`src/rtl/id_stage_pipe.sv`:
```
// Registered instruction-decode stage for the 16-bit ISA. Decodes one instruction per cycle into an
// output register and stalls on RAW/WAW hazards tracked by an 8-entry pending-write scoreboard.
module id_stage_pipe #(
    parameter int DATA_W = 16,
    parameter int PC_W   = 16,
    parameter int SB_EN  = 1
) (
    input  logic              clk,
    input  logic              rst_n,
    input  logic              if_valid,
    input  logic [15:0]       if_inst,
    input  logic [PC_W-1:0]   if_pc,
    output logic              id_ready,
    input  logic              flush,
    output logic              ex_valid,
    input  logic              ex_ready,
    output logic [4:0]        ex_type,
    output logic [2:0]        ex_sr1,
    output logic [2:0]        ex_sr2,
    output logic [2:0]        ex_dr,
    output logic [DATA_W-1:0] ex_imm,
    output logic              ex_we,
    output logic [PC_W-1:0]   ex_pc,
    input  logic              wb_en,
    input  logic [2:0]        wb_addr
);

    // Handshakes: a side transfers on a cycle where its valid and ready are both high at the
    // rising edge. fire_in loads the output register; fire_out hands it to execute.

    logic [4:0]        dec_type;
    logic [2:0]        dec_sr1, dec_sr2, dec_dr;
    logic [DATA_W-1:0] dec_imm;
    logic              dec_we, use_sr1, use_sr2;
    logic [DATA_W-1:0] sext5, sext8;

    assign sext5 = {{(DATA_W-5){if_inst[4]}}, if_inst[4:0]};
    assign sext8 = {{(DATA_W-8){if_inst[7]}}, if_inst[7:0]};

    always_comb begin
        dec_type = '0;
        dec_sr1  = '0;
        dec_sr2  = '0;
        dec_dr   = '0;
        dec_imm  = '0;
        dec_we   = 1'b0;
        use_sr1  = 1'b0;
        use_sr2  = 1'b0;
        case (if_inst[15:12])
            4'h0, 4'h2, 4'h3, 4'h4, 4'h5, 4'h6, 4'h7: begin
                dec_dr  = if_inst[11:9];
                dec_sr1 = if_inst[8:6];
                use_sr1 = 1'b1;
                dec_we  = 1'b1;
                if (if_inst[5]) begin
                    dec_type = 5'b00111;
                    dec_imm  = sext5;
                end else begin
                    dec_type = 5'b00110;
                    dec_sr2  = if_inst[2:0];
                    use_sr2  = 1'b1;
                end
            end
            4'h1, 4'h8, 4'h9: begin
                dec_type = 5'b00100;
                dec_sr1  = if_inst[11:9];
                dec_dr   = if_inst[11:9];
                use_sr1  = 1'b1;
                dec_we   = 1'b1;
            end
            4'hA: begin
                dec_type = 5'b00110;
                dec_sr1  = if_inst[8:6];
                dec_sr2  = if_inst[2:0];
                use_sr1  = 1'b1;
                use_sr2  = 1'b1;
            end
            4'hB: begin
                dec_dr = if_inst[11:9];
                dec_we = 1'b1;
                if (if_inst[8]) begin
                    dec_type = 5'b00100;
                    dec_sr1  = if_inst[7:5];
                    use_sr1  = 1'b1;
                end else begin
                    dec_type = 5'b00101;
                    dec_imm  = sext8;
                end
            end
            4'hC, 4'hD: begin
                dec_type = 5'b01001;
                dec_imm  = sext8;
            end
            4'hE: begin
                dec_type = 5'b10001;
                dec_sr1  = if_inst[10:8];
                use_sr1  = 1'b1;
                dec_imm  = sext8;
            end
            default: begin
                dec_type = 5'b10000;
            end
        endcase
    end

    logic              ex_valid_q, ex_valid_d;
    logic [4:0]        ex_type_q, ex_type_d;
    logic [2:0]        ex_sr1_q, ex_sr1_d, ex_sr2_q, ex_sr2_d, ex_dr_q, ex_dr_d;
    logic [DATA_W-1:0] ex_imm_q, ex_imm_d;
    logic              ex_we_q, ex_we_d;
    logic [PC_W-1:0]   ex_pc_q, ex_pc_d;
    logic [7:0]        pending_q, pending_d;
    logic [7:0]        busy_vec;
    logic              hazard, fire_in, fire_out;

    // A register is busy if a write is outstanding (unless it retires right now) or if the
    // instruction sitting in the output register is about to write it.
    always_comb begin
        busy_vec = '0;
        for (int r = 0; r < 8; r++) begin
            busy_vec[r] = (pending_q[r] & ~(wb_en & (wb_addr == 3'(r))))
                        | (ex_valid_q & ex_we_q & (ex_dr_q == 3'(r)));
        end
        hazard = (SB_EN != 0) & ((use_sr1 & busy_vec[dec_sr1])
                               | (use_sr2 & busy_vec[dec_sr2])
                               | (dec_we  & busy_vec[dec_dr]));
    end

    assign id_ready = ~flush & ~hazard & (~ex_valid_q | ex_ready);
    assign fire_in  = if_valid & id_ready;
    assign fire_out = ex_valid_q & ex_ready;

    always_comb begin
        ex_valid_d = ex_valid_q;
        ex_type_d  = ex_type_q;
        ex_sr1_d   = ex_sr1_q;
        ex_sr2_d   = ex_sr2_q;
        ex_dr_d    = ex_dr_q;
        ex_imm_d   = ex_imm_q;
        ex_we_d    = ex_we_q;
        ex_pc_d    = ex_pc_q;
        if (fire_in) begin
            ex_valid_d = 1'b1;
            ex_type_d  = dec_type;
            ex_sr1_d   = dec_sr1;
            ex_sr2_d   = dec_sr2;
            ex_dr_d    = dec_dr;
            ex_imm_d   = dec_imm;
            ex_we_d    = dec_we;
            ex_pc_d    = if_pc;
        end else if (fire_out | flush) begin
            ex_valid_d = 1'b0;
        end
    end

    // Set after clear so a same-cycle set and retire of one register leaves it pending.
    // A flushed instruction was never issued, so it reserves nothing.
    always_comb begin
        pending_d = pending_q;
        if (wb_en)
            pending_d[wb_addr] = 1'b0;
        if (fire_out & ~flush & ex_we_q)
            pending_d[ex_dr_q] = 1'b1;
        if (SB_EN == 0)
            pending_d = '0;
    end

    always_ff @(posedge clk) begin
        if (!rst_n) begin
            ex_valid_q <= 1'b0;
            ex_type_q  <= '0;
            ex_sr1_q   <= '0;
            ex_sr2_q   <= '0;
            ex_dr_q    <= '0;
            ex_imm_q   <= '0;
            ex_we_q    <= 1'b0;
            ex_pc_q    <= '0;
            pending_q  <= '0;
        end else begin
            ex_valid_q <= ex_valid_d;
            ex_type_q  <= ex_type_d;
            ex_sr1_q   <= ex_sr1_d;
            ex_sr2_q   <= ex_sr2_d;
            ex_dr_q    <= ex_dr_d;
            ex_imm_q   <= ex_imm_d;
            ex_we_q    <= ex_we_d;
            ex_pc_q    <= ex_pc_d;
            pending_q  <= pending_d;
        end
    end

    assign ex_valid = ex_valid_q;
    assign ex_type  = ex_type_q;
    assign ex_sr1   = ex_sr1_q;
    assign ex_sr2   = ex_sr2_q;
    assign ex_dr    = ex_dr_q;
    assign ex_imm   = ex_imm_q;
    assign ex_we    = ex_we_q;
    assign ex_pc    = ex_pc_q;

endmodule

```
`config.mk`:
```
export PLATFORM = sky130hd
export DESIGN_NAME = id_stage_pipe
export DESIGN_NICKNAME = d
export VERILOG_FILES = /design/src/rtl/id_stage_pipe.sv
export SDC_FILE = /design/constraint.sdc
export NUM_CORES = 1
export LEC_CHECK = 0
export ABC_AREA = 1
export CELL_PAD_IN_SITES_DETAIL_PLACEMENT = 1
export CELL_PAD_IN_SITES_GLOBAL_PLACEMENT = 2
export CORE_AREA = 4 4 112 114
export CTS_BUF_LIST = sky130_fd_sc_hd__clkbuf_8
export DETAILED_ROUTE_END_ITERATION = 10
export DIE_AREA = 0 0 116 118
export PLACE_DENSITY_LB_ADDON = 0.1
export SETUP_SLACK_MARGIN = 0.3
export SYNTH_ARGS = -nofsm -noshare
export SYNTH_HDL_FRONTEND = slang
export SYNTH_SLANG_ARGS = --single-unit
```
`constraint.sdc`:
```
create_clock -name clk -period 3.45 [get_ports clk]
set_input_delay 0.345 -clock clk [delete_from_list [all_inputs] [get_ports clk]]
set_output_delay 0.345 -clock clk [all_outputs]
set_load 0.1 [all_outputs]
```
==> flow_summary.html, run 1 <==
<table>
<tr><th>Metric</th><th>Value</th></tr>
<tr><th colspan="2">Status</th></tr>
<tr><td>Run status</td><td>complete, no violations</td></tr>
<tr><th colspan="2">Detailed routing</th></tr>
<tr><td>Routed via count</td><td>3,111</td></tr>
<tr><td>Vias per cell</td><td>4.36</td></tr>
<tr><td>Routed wirelength normalized by instance count</td><td>13.6 µm</td></tr>
<tr><td>Post-detailed-route DRC marker count</td><td>0</td></tr>
<tr><td>Number of DRC markers after the initial detailed-route iteration</td><td>122</td></tr>
<tr><td>Router iterations before antenna repair</td><td>4</td></tr>
<tr><td>Remaining antenna violation count</td><td>0</td></tr>
<tr><td>Final routed wirelength across all metal layers</td><td>9710 µm</td></tr>
<tr><th colspan="2">Setup path</th></tr>
<tr><td>Worst Reg2Reg Path Length in Cells</td><td>14</td></tr>
<tr><td>Endpoint kind of the worst setup timing path</td><td>output port</td></tr>
<tr><td>Register-to-register setup slack</td><td>1.03 ns</td></tr>
<tr><td>R2R Path Start</td><td>ex_dr[0]$_SDFFE_PN0P_</td></tr>
<tr><td>Data required, critical path</td><td>3.11 ns</td></tr>
<tr><td>WP data arrival</td><td>2.63 ns</td></tr>
<tr><td>Startpoint class of the critical path</td><td>input pin</td></tr>
<tr><td>Critical path class</td><td>in -&gt; out</td></tr>
<tr><td>Capture instance of the worst register-to-register path</td><td>ex_pc[7]$_SDFFE_PN0P_</td></tr>
<tr><td>Worst Path Max Fanout</td><td>11</td></tr>
<tr><th colspan="2">Clock network</th></tr>
<tr><td>CTS tree</td><td>built</td></tr>
<tr><td>Max Root-Sink Buffers</td><td>2</td></tr>
<tr><td>Root buffer cell</td><td>sky130_fd_sc_hd__clkbuf_8</td></tr>
<tr><td>H-tree lvl count</td><td>2</td></tr>
<tr><td>Cts bufs inserted</td><td>5</td></tr>
<tr><td>Clock net sink count</td><td>48</td></tr>
<tr><td>Clock-pin slew on the worst setup and hold paths</td><td>0.10 ns</td></tr>
<tr><td>Clock insertion delay at the later pin of the skew report</td><td>0.33 ns</td></tr>
<tr><th colspan="2">STA</th></tr>
<tr><td>Final period utilization</td><td>86.3%</td></tr>
<tr><td>Setup repair after global routing missed its margin</td><td>no</td></tr>
<tr><td>Slew at the pin closest to its max-slew limit</td><td>1.00 ns</td></tr>
<tr><td>Hold Worst Slack</td><td>0.480 ns</td></tr>
<tr><td>Setup tns final</td><td>0 ns</td></tr>
<tr><td>Worst slew margin relative to its limit</td><td>32.8%</td></tr>
<tr><td>Fin. Hold Viols</td><td>0</td></tr>
<tr><td>Final critical path time including I/O delays and setup</td><td>2.98 ns</td></tr>
<tr><td>Max-slew violation count</td><td>0</td></tr>
<tr><td>Maximum clock rate</td><td>0.336 GHz</td></tr>
<tr><td>Number of setup violations in the final report</td><td>0</td></tr>
<tr><td>Worst clock skew on the final layout</td><td>0.00877 ns</td></tr>
<tr><th colspan="2">Hold path</th></tr>
<tr><td>Terminating pin of the worst hold path</td><td>pending_q[4]$_SDFF_PN0_</td></tr>
<tr><td>Path class of the lowest-slack min-delay path</td><td>reg -&gt; reg</td></tr>
<tr><td>HP Start</td><td>pending_q[4]$_SDFF_PN0_</td></tr>
<tr><td>Cell count of the worst hold path</td><td>2</td></tr>
<tr><th colspan="2">Run</th></tr>
<tr><td>Max-capacitance violation count</td><td>0</td></tr>
<tr><th colspan="2">Finish</th></tr>
<tr><td>Layout overhead on the synthesized area</td><td>39.1%</td></tr>
<tr><td>Share of cells above drive strength 1</td><td>5.43%</td></tr>
<tr><td>Final non-filler cell area</td><td>3950 µm²</td></tr>
<tr><td>Number of filler instances in the final layout</td><td>1,505</td></tr>
<tr><td>Post-layout nets</td><td>611</td></tr>
<tr><td>Commonest non-fill, non-tap cells in the layout</td><td>sky130_fd_sc_hd__nand2_1 (160), sky130_fd_sc_hd__clkdlybuf4s50_1 (86), sky130_fd_sc_hd__nor2_1 (84)</td></tr>
<tr><td>Storage element area</td><td>963 µm²</td></tr>
<tr><td>Number of diodes added for antenna fixing</td><td>0</td></tr>
<tr><td>Area of combinational cells with multiple inputs</td><td>1430 µm²</td></tr>
<tr><td>Most common library cell in the layout ignoring fill and taps</td><td>sky130_fd_sc_hd__nand2_1</td></tr>
<tr><th colspan="2">Global routing</th></tr>
<tr><td>Wire length of the first global-routing pass</td><td>16,200 µm</td></tr>
<tr><td>Number of global-route vias before repair</td><td>3,309</td></tr>
<tr><td>Grt total ovfl</td><td>0</td></tr>
<tr><td>Total global routing track utilization</td><td>14.9%</td></tr>
<tr><td>Largest net degree at the start of global routing</td><td>54</td></tr>
<tr><td>Number of antenna violations at the first check in global routing</td><td>0</td></tr>
<tr><th colspan="2">Power and ir drop</th></tr>
<tr><td>Power per Cell Area</td><td>449 nW/µm²</td></tr>
<tr><td>Leakage power</td><td>0.00194 µW</td></tr>
<tr><td>Peak supply drop</td><td>0.251 mV</td></tr>
<tr><th colspan="2">Floorplanning</th></tr>
<tr><td>Total number of placement rows</td><td>39</td></tr>
<tr><td>Floorplan Core Area</td><td>11,400 µm²</td></tr>
<tr><td>Initial cell density of the core</td><td>24.8%</td></tr>
<tr><td>Width of the die</td><td>116 µm</td></tr>
<tr><td>I/O pin total</td><td>90</td></tr>
<tr><td>Vert. Die Dim</td><td>118 µm</td></tr>
<tr><td>Total die area</td><td>13,700 µm²</td></tr>
<tr><th colspan="2">Logic synthesis</th></tr>
<tr><td>Number of enable-type register cells in the synthesized netlist</td><td>0</td></tr>
<tr><td>Syn Nets</td><td>529</td></tr>
<tr><td>Most used flip-flop cell after synthesis</td><td>sky130_fd_sc_hd__dfxtp_1</td></tr>
<tr><td>FF+latch count, synth</td><td>48</td></tr>
<tr><td>Fraction of registers with async set/reset</td><td>0%</td></tr>
<tr><td>YS warnings</td><td>0</td></tr>
<tr><td>Cell Area, Synth</td><td>2840 µm²</td></tr>
<tr><td>Avg Synthesized Cell Area</td><td>5.81 µm²</td></tr>
<tr><td>Synthesized instance count</td><td>488</td></tr>
<tr><td>Sequential cell area fraction in the yosys report</td><td>33.9%</td></tr>
<tr><td>Number of different library cells in the post-synthesis netlist</td><td>23</td></tr>
<tr><th colspan="2">Placed design</th></tr>
<tr><td>Post-DP Area</td><td>3830 µm²</td></tr>
<tr><td>Port Buffer Count</td><td>89</td></tr>
<tr><td>Routability congestion estimate from global placement</td><td>0.796</td></tr>
<tr><td>HPWL after detailed placement</td><td>7530 µm</td></tr>
</table>
[registers in the layout, indices dropped and copies added, names as in the netlist]
signal and flops:
ex_dr 3, ex_imm 8, ex_pc 16, ex_sr1 3
ex_sr2 3, ex_type 5, ex_valid 1, ex_we 1
pending_q 8
[report_power, final]
group          leakage (µW)  switching [µW]  internal (µW)
clock network     0.0000516             224            165
logic               0.00149             562            198
registers          0.000393            28.1            596
total               0.00194             814            958
[cell families (layout without fill, tap and decap cells)]
group / Yosys count / in the layout / share of synthesized area, %
AOI/OAI and AO/OA: 21 / 21 / 3.71
buffers and inverters: 104 / 187 / 15.6
DFF: 48 / 48 / 33.9
and+or+nand+nor: 315 / 315 / 46.8
[cell usage after synthesis (2+ instances only)]
library cell / instances / area share (%)
sky130_fd_sc_hd__a21oi_1: 14 / 2.5
sky130_fd_sc_hd__buf_1: 3 / 0.40
sky130_fd_sc_hd__buf_2: 5 / 0.88
sky130_fd_sc_hd__buf_4: 8 / 2.1
sky130_fd_sc_hd__buf_6: 2 / 0.79
sky130_fd_sc_hd__clkbuf_1: 4 / 0.53
sky130_fd_sc_hd__clkinv_1: 2 / 0.26
sky130_fd_sc_hd__dfxtp_1: 48 / 34
sky130_fd_sc_hd__inv_1: 79 / 10
sky130_fd_sc_hd__nand2_1: 160 / 21
sky130_fd_sc_hd__nand2_2: 5 / 1.1
sky130_fd_sc_hd__nand3_1: 37 / 6.5
sky130_fd_sc_hd__nand3_2: 2 / 0.71
sky130_fd_sc_hd__nand3b_1: 5 / 1.3
sky130_fd_sc_hd__nand4_1: 12 / 2.6
sky130_fd_sc_hd__nor2_1: 84 / 11
sky130_fd_sc_hd__nor2_2: 3 / 0.66
sky130_fd_sc_hd__nor3_1: 4 / 0.71
sky130_fd_sc_hd__o21ai_0: 7 / 1.2
[what timing repair did]
action	CTS	global route
resized for setup	0	2
endpoints found under the setup margin	0	1
setup buffers	0	2
endpoints found under the hold margin	0	0
hold buffers	0	0
[worst max path at each step]
stage	end	start	slack [ns]
finish	id_ready	if_inst[14]	0.47
global route	id_ready	if_inst[14]	0.33
CTS	id_ready	if_inst[13]	0.45
detailed placement	ex_pc[7]$_SDFFE_PN0P_	if_inst[13]	0.43
global placement	id_ready	if_inst[13]	0.44
floorplan	id_ready	ex_dr[0]$_SDFFE_PN0P_	0.30
[critical path: stages]
cell	delay, ns
sky130_fd_sc_hd__clkdlybuf4s50_1	0.52
sky130_fd_sc_hd__nor2_4	0.22
sky130_fd_sc_hd__nand2_1	0.12
sky130_fd_sc_hd__nand4_1	0.19
sky130_fd_sc_hd__nand2_1	0.18
sky130_fd_sc_hd__nand2_1	0.11
sky130_fd_sc_hd__nand3_1	0.07
sky130_fd_sc_hd__nand3_1	0.08
sky130_fd_sc_hd__nand2_1	0.07
sky130_fd_sc_hd__nor2_2	0.14
sky130_fd_sc_hd__buf_4	0.19
sky130_fd_sc_hd__and2_1	0.20
sky130_fd_sc_hd__buf_12	0.19
[metrics by stage]
stage          power (µW)  worst slack [ns]  utilization (%)  cells
2_1_floorplan        1200             0.305                -    488
3_3_place_gp         1400             0.442             33.5    704
3_5_place_dp         1400             0.426             33.5    704
4_1_cts              1810             0.451             34.4    712
5_1_grt              1880             0.326             34.5    714
6_report             1770             0.473             34.5    714
[layout make-up]
cell class | instances | area share, %
multi-input cells | 336 | 36.3
repair buffers | 97 | 24.5
flip-flops and latches | 48 | 24.4
inverters | 82 | 7.80
well taps | 143 | 4.54
clock buffers | 6 | 2.09
clock inverters | 2 | 0.349
[layer usage]
layer | share of wire, % | GRT usage (%) | vias up
met5 | 0 | 0 | -
met4 | 1.9 | 5.58 | 0
met3 | 4.8 | 3.08 | 12
met2 | 47 | 24.7 | 56
met1 | 46 | 18.7 | 1420
li1 | - | - | 1623
No activity file was read; power rests on OpenSTA's default activity.
==> inputs of run 2 (changes only) <==
--- a/config.mk
+++ b/config.mk
@@ -10,9 +10,11 @@
 export CELL_PAD_IN_SITES_GLOBAL_PLACEMENT = 2
 export CORE_AREA = 4 4 112 114
 export CTS_BUF_LIST = sky130_fd_sc_hd__clkbuf_8
+export CTS_CLUSTER_SIZE = 12
 export DETAILED_ROUTE_END_ITERATION = 10
 export DIE_AREA = 0 0 116 118
 export PLACE_DENSITY_LB_ADDON = 0.1
+export REMOVE_ABC_BUFFERS = 1
 export SETUP_SLACK_MARGIN = 0.3
 export SYNTH_ARGS = -nofsm -noshare
 export SYNTH_HDL_FRONTEND = slang
==> flow_summary.html, run 2 (synthesized netlist as in run 1, its figures left out) <==
<table>
<tr><th>Metric</th><th>Value</th></tr>
<tr><th colspan="2">Status</th></tr>
<tr><td>Run status</td><td>complete, no violations</td></tr>
<tr><th colspan="2">Clock network</th></tr>
<tr><td>Clock-pin slew on the worst setup and hold paths</td><td>0.11 ns</td></tr>
<tr><td>CTS tree</td><td>built</td></tr>
<tr><td>Hold buffer count at cts</td><td>0</td></tr>
<tr><td>Clock insertion delay at the later pin of the skew report</td><td>0.34 ns</td></tr>
<tr><td>Max Root-Sink Buffers</td><td>2</td></tr>
<tr><td>Root buffer cell</td><td>sky130_fd_sc_hd__clkbuf_8</td></tr>
<tr><td>Cts bufs inserted</td><td>5</td></tr>
<tr><td>Clock net sink count</td><td>48</td></tr>
<tr><td>H-tree lvl count</td><td>2</td></tr>
<tr><th colspan="2">Global routing</th></tr>
<tr><td>Wire length of the first global-routing pass</td><td>15,800 µm</td></tr>
<tr><td>Grt total ovfl</td><td>0</td></tr>
<tr><td>Total global routing track utilization</td><td>14.3%</td></tr>
<tr><td>Largest net degree at the start of global routing</td><td>41</td></tr>
<tr><td>Number of global-route vias before repair</td><td>3,279</td></tr>
<tr><td>Number of antenna violations at the first check in global routing</td><td>0</td></tr>
<tr><th colspan="2">Floorplanning</th></tr>
<tr><td>Vert. Die Dim</td><td>118 µm</td></tr>
<tr><td>Floorplan Core Area</td><td>11,400 µm²</td></tr>
<tr><td>Total number of placement rows</td><td>39</td></tr>
<tr><td>I/O pin total</td><td>90</td></tr>
<tr><td>Initial cell density of the core</td><td>24.8%</td></tr>
<tr><td>Total die area</td><td>13,700 µm²</td></tr>
<tr><td>Width of the die</td><td>116 µm</td></tr>
<tr><th colspan="2">Finish</th></tr>
<tr><td>Post-layout nets</td><td>609</td></tr>
<tr><td>Commonest non-fill, non-tap cells in the layout</td><td>sky130_fd_sc_hd__nand2_1 (160), sky130_fd_sc_hd__clkdlybuf4s50_1 (86), sky130_fd_sc_hd__nor2_1 (82)</td></tr>
<tr><td>Layout overhead on the synthesized area</td><td>39.4%</td></tr>
<tr><td>Final non-filler cell area</td><td>3950 µm²</td></tr>
<tr><td>Area of combinational cells with multiple inputs</td><td>1440 µm²</td></tr>
<tr><td>Flip-flop count of the largest register after layout</td><td>16</td></tr>
<tr><td>Number of filler instances in the final layout</td><td>1,488</td></tr>
<tr><td>Most common library cell in the layout ignoring fill and taps</td><td>sky130_fd_sc_hd__nand2_1</td></tr>
<tr><td>Share of cells above drive strength 1</td><td>5.10%</td></tr>
<tr><td>Finished Core Util</td><td>34.6%</td></tr>
<tr><td>Storage element area</td><td>961 µm²</td></tr>
<tr><td>Number of diodes added for antenna fixing</td><td>0</td></tr>
<tr><th colspan="2">Power and ir drop</th></tr>
<tr><td>Total net switching power</td><td>817 µW</td></tr>
<tr><td>Cell internal pwr</td><td>957 µW</td></tr>
<tr><td>Comb pwr share</td><td>43.0%</td></tr>
<tr><td>Clock power frac</td><td>21.9%</td></tr>
<tr><td>Peak supply drop</td><td>0.181 mV</td></tr>
<tr><td>Leakage power</td><td>0.00193 µW</td></tr>
<tr><td>Post-route total power</td><td>1770 µW</td></tr>
<tr><td>Net switching fraction of the power</td><td>46.0%</td></tr>
<tr><td>Power per Cell Area</td><td>449 nW/µm²</td></tr>
<tr><td>Sequential share of power</td><td>35.1%</td></tr>
<tr><th colspan="2">Run</th></tr>
<tr><td>Max-capacitance violation count</td><td>0</td></tr>
<tr><th colspan="2">Setup path</th></tr>
<tr><td>Slowest cell on crit path</td><td>sky130_fd_sc_hd__clkdlybuf4s50_1</td></tr>
<tr><td>Critical path class</td><td>in -&gt; out</td></tr>
<tr><td>Number of buffers and inverters on the critical path</td><td>4</td></tr>
<tr><td>Most common cell on crit path</td><td>sky130_fd_sc_hd__nand3_1</td></tr>
<tr><td>WP data arrival</td><td>2.61 ns</td></tr>
<tr><td>Largest delay contributor family on the critical path</td><td>buffers and inverters</td></tr>
<tr><td>Slowest Stage Delay on Critical Path</td><td>0.58 ns</td></tr>
<tr><td>Data required, critical path</td><td>3.11 ns</td></tr>
<tr><td>Endpoint kind of the worst setup timing path</td><td>output port</td></tr>
<tr><td>Worst Path Max Fanout</td><td>11</td></tr>
<tr><td>Crit-path cells</td><td>clkdlybuf4s50_1, nor2_4, nand2_1, nand4_1, buf_4, nand3_1, nand3_1, nand3_1, nand2_1, nor2_2, buf_4, and2_1, buf_12</td></tr>
<tr><td>Startpoint class of the critical path</td><td>input pin</td></tr>
<tr><th colspan="2">STA</th></tr>
<tr><td>Number of setup violations in the final report</td><td>0</td></tr>
<tr><td>Hold Worst Slack</td><td>0.473 ns</td></tr>
<tr><td>Worst clock skew on the final layout</td><td>0.0203 ns</td></tr>
<tr><td>Slew at the pin closest to its max-slew limit</td><td>0.998 ns</td></tr>
<tr><td>Setup repair after global routing missed its margin</td><td>no</td></tr>
<tr><td>Fin. Hold Viols</td><td>0</td></tr>
<tr><td>Max-slew violation count</td><td>0</td></tr>
<tr><td>Worst slew margin relative to its limit</td><td>33.3%</td></tr>
<tr><td>Final Worst Setup Slack</td><td>0.496 ns</td></tr>
<tr><td>Maximum clock rate</td><td>0.338 GHz</td></tr>
<tr><td>Final period utilization</td><td>85.6%</td></tr>
<tr><td>Final critical path time including I/O delays and setup</td><td>2.95 ns</td></tr>
<tr><th colspan="2">Placed design</th></tr>
<tr><td>Post-DP Area</td><td>3830 µm²</td></tr>
<tr><td>Routability congestion estimate from global placement</td><td>0.783</td></tr>
<tr><td>Port Buffer Count</td><td>89</td></tr>
<tr><td>Place WS</td><td>0.433 ns</td></tr>
<tr><td>HPWL after detailed placement</td><td>7290 µm</td></tr>
<tr><th colspan="2">Detailed routing</th></tr>
<tr><td>Remaining antenna violation count</td><td>0</td></tr>
<tr><td>Number of DRC markers after the initial detailed-route iteration</td><td>104</td></tr>
<tr><td>Post-detailed-route DRC marker count</td><td>0</td></tr>
<tr><td>Vias per cell</td><td>4.35</td></tr>
<tr><td>Routed via count</td><td>3,098</td></tr>
<tr><td>Routed wirelength normalized by instance count</td><td>13.4 µm</td></tr>
<tr><td>Final routed wirelength across all metal layers</td><td>9570 µm</td></tr>
<tr><td>Router iterations before antenna repair</td><td>4</td></tr>
<tr><th colspan="2">Hold path</th></tr>
<tr><td>Path class of the lowest-slack min-delay path</td><td>in -&gt; reg</td></tr>
</table>
[run 2: power by group through the flow]
stage	Combinational, µW	Clock, µW	Sequential (µW)
3_5_place_dp	767	0	637
5_1_grt	814	424	630
2_1_floorplan	184	0	988
3_3_place_gp	762	0	635
4_1_cts	770	406	624
6_report	763	388	623
[run 2: tightest hold or removal path, cell delays in order]
cell and delay (ns):
sky130_fd_sc_hd__dlymetal6s2s_1 0.21, sky130_fd_sc_hd__nor2_1 0.08, sky130_fd_sc_hd__nor2_1 0.10, sky130_fd_sc_hd__nor2_1 0.05
[run 2: final timing paths]
path                                              start                 endpoint  slack (ns)  cells past startpoint
worst max-delay path                        if_inst[14]                 id_ready        0.50                     13
worst min-delay path                        if_inst[13]  ex_type[3]$_SDFFE_PN0P_        0.47                      4
worst max register to register    ex_dr[2]$_SDFFE_PN0P_   ex_pc[10]$_SDFFE_PN0P_        1.01                     14
worst min register to register  pending_q[4]$_SDFF_PN0_  pending_q[4]$_SDFF_PN0_        0.50                      2
[run 2: layout make-up]
type | instances | share of cell area, %
repair buffers | 95 | 24.4
inverters | 82 | 7.79
multi-input cells | 336 | 36.5
clock buffers | 6 | 2.09
flip-flops and latches | 48 | 24.3
clock inverters | 2 | 0.380
well taps | 143 | 4.53
[run 2: through the flow]
step	cells	TNS, ns
2_1_floorplan	466	-29.92
3_3_place_gp	703	0
3_5_place_dp	703	0
4_1_cts	711	0
5_1_grt	712	0
6_report	712	0
[run 2: timing repair]
action	CTS	global route
resized for setup	0	5
endpoints found under the setup margin	0	1
setup buffers	0	1
[run 2: per-layer routing]
metal	wire length, µm	global-route usage, %	share of wire (%)
met5	0	0	0
met3	451	3.60	4.7
met4	117	3.41	1.2
met1	4550	18.2	48
met2	4450	24.1	46
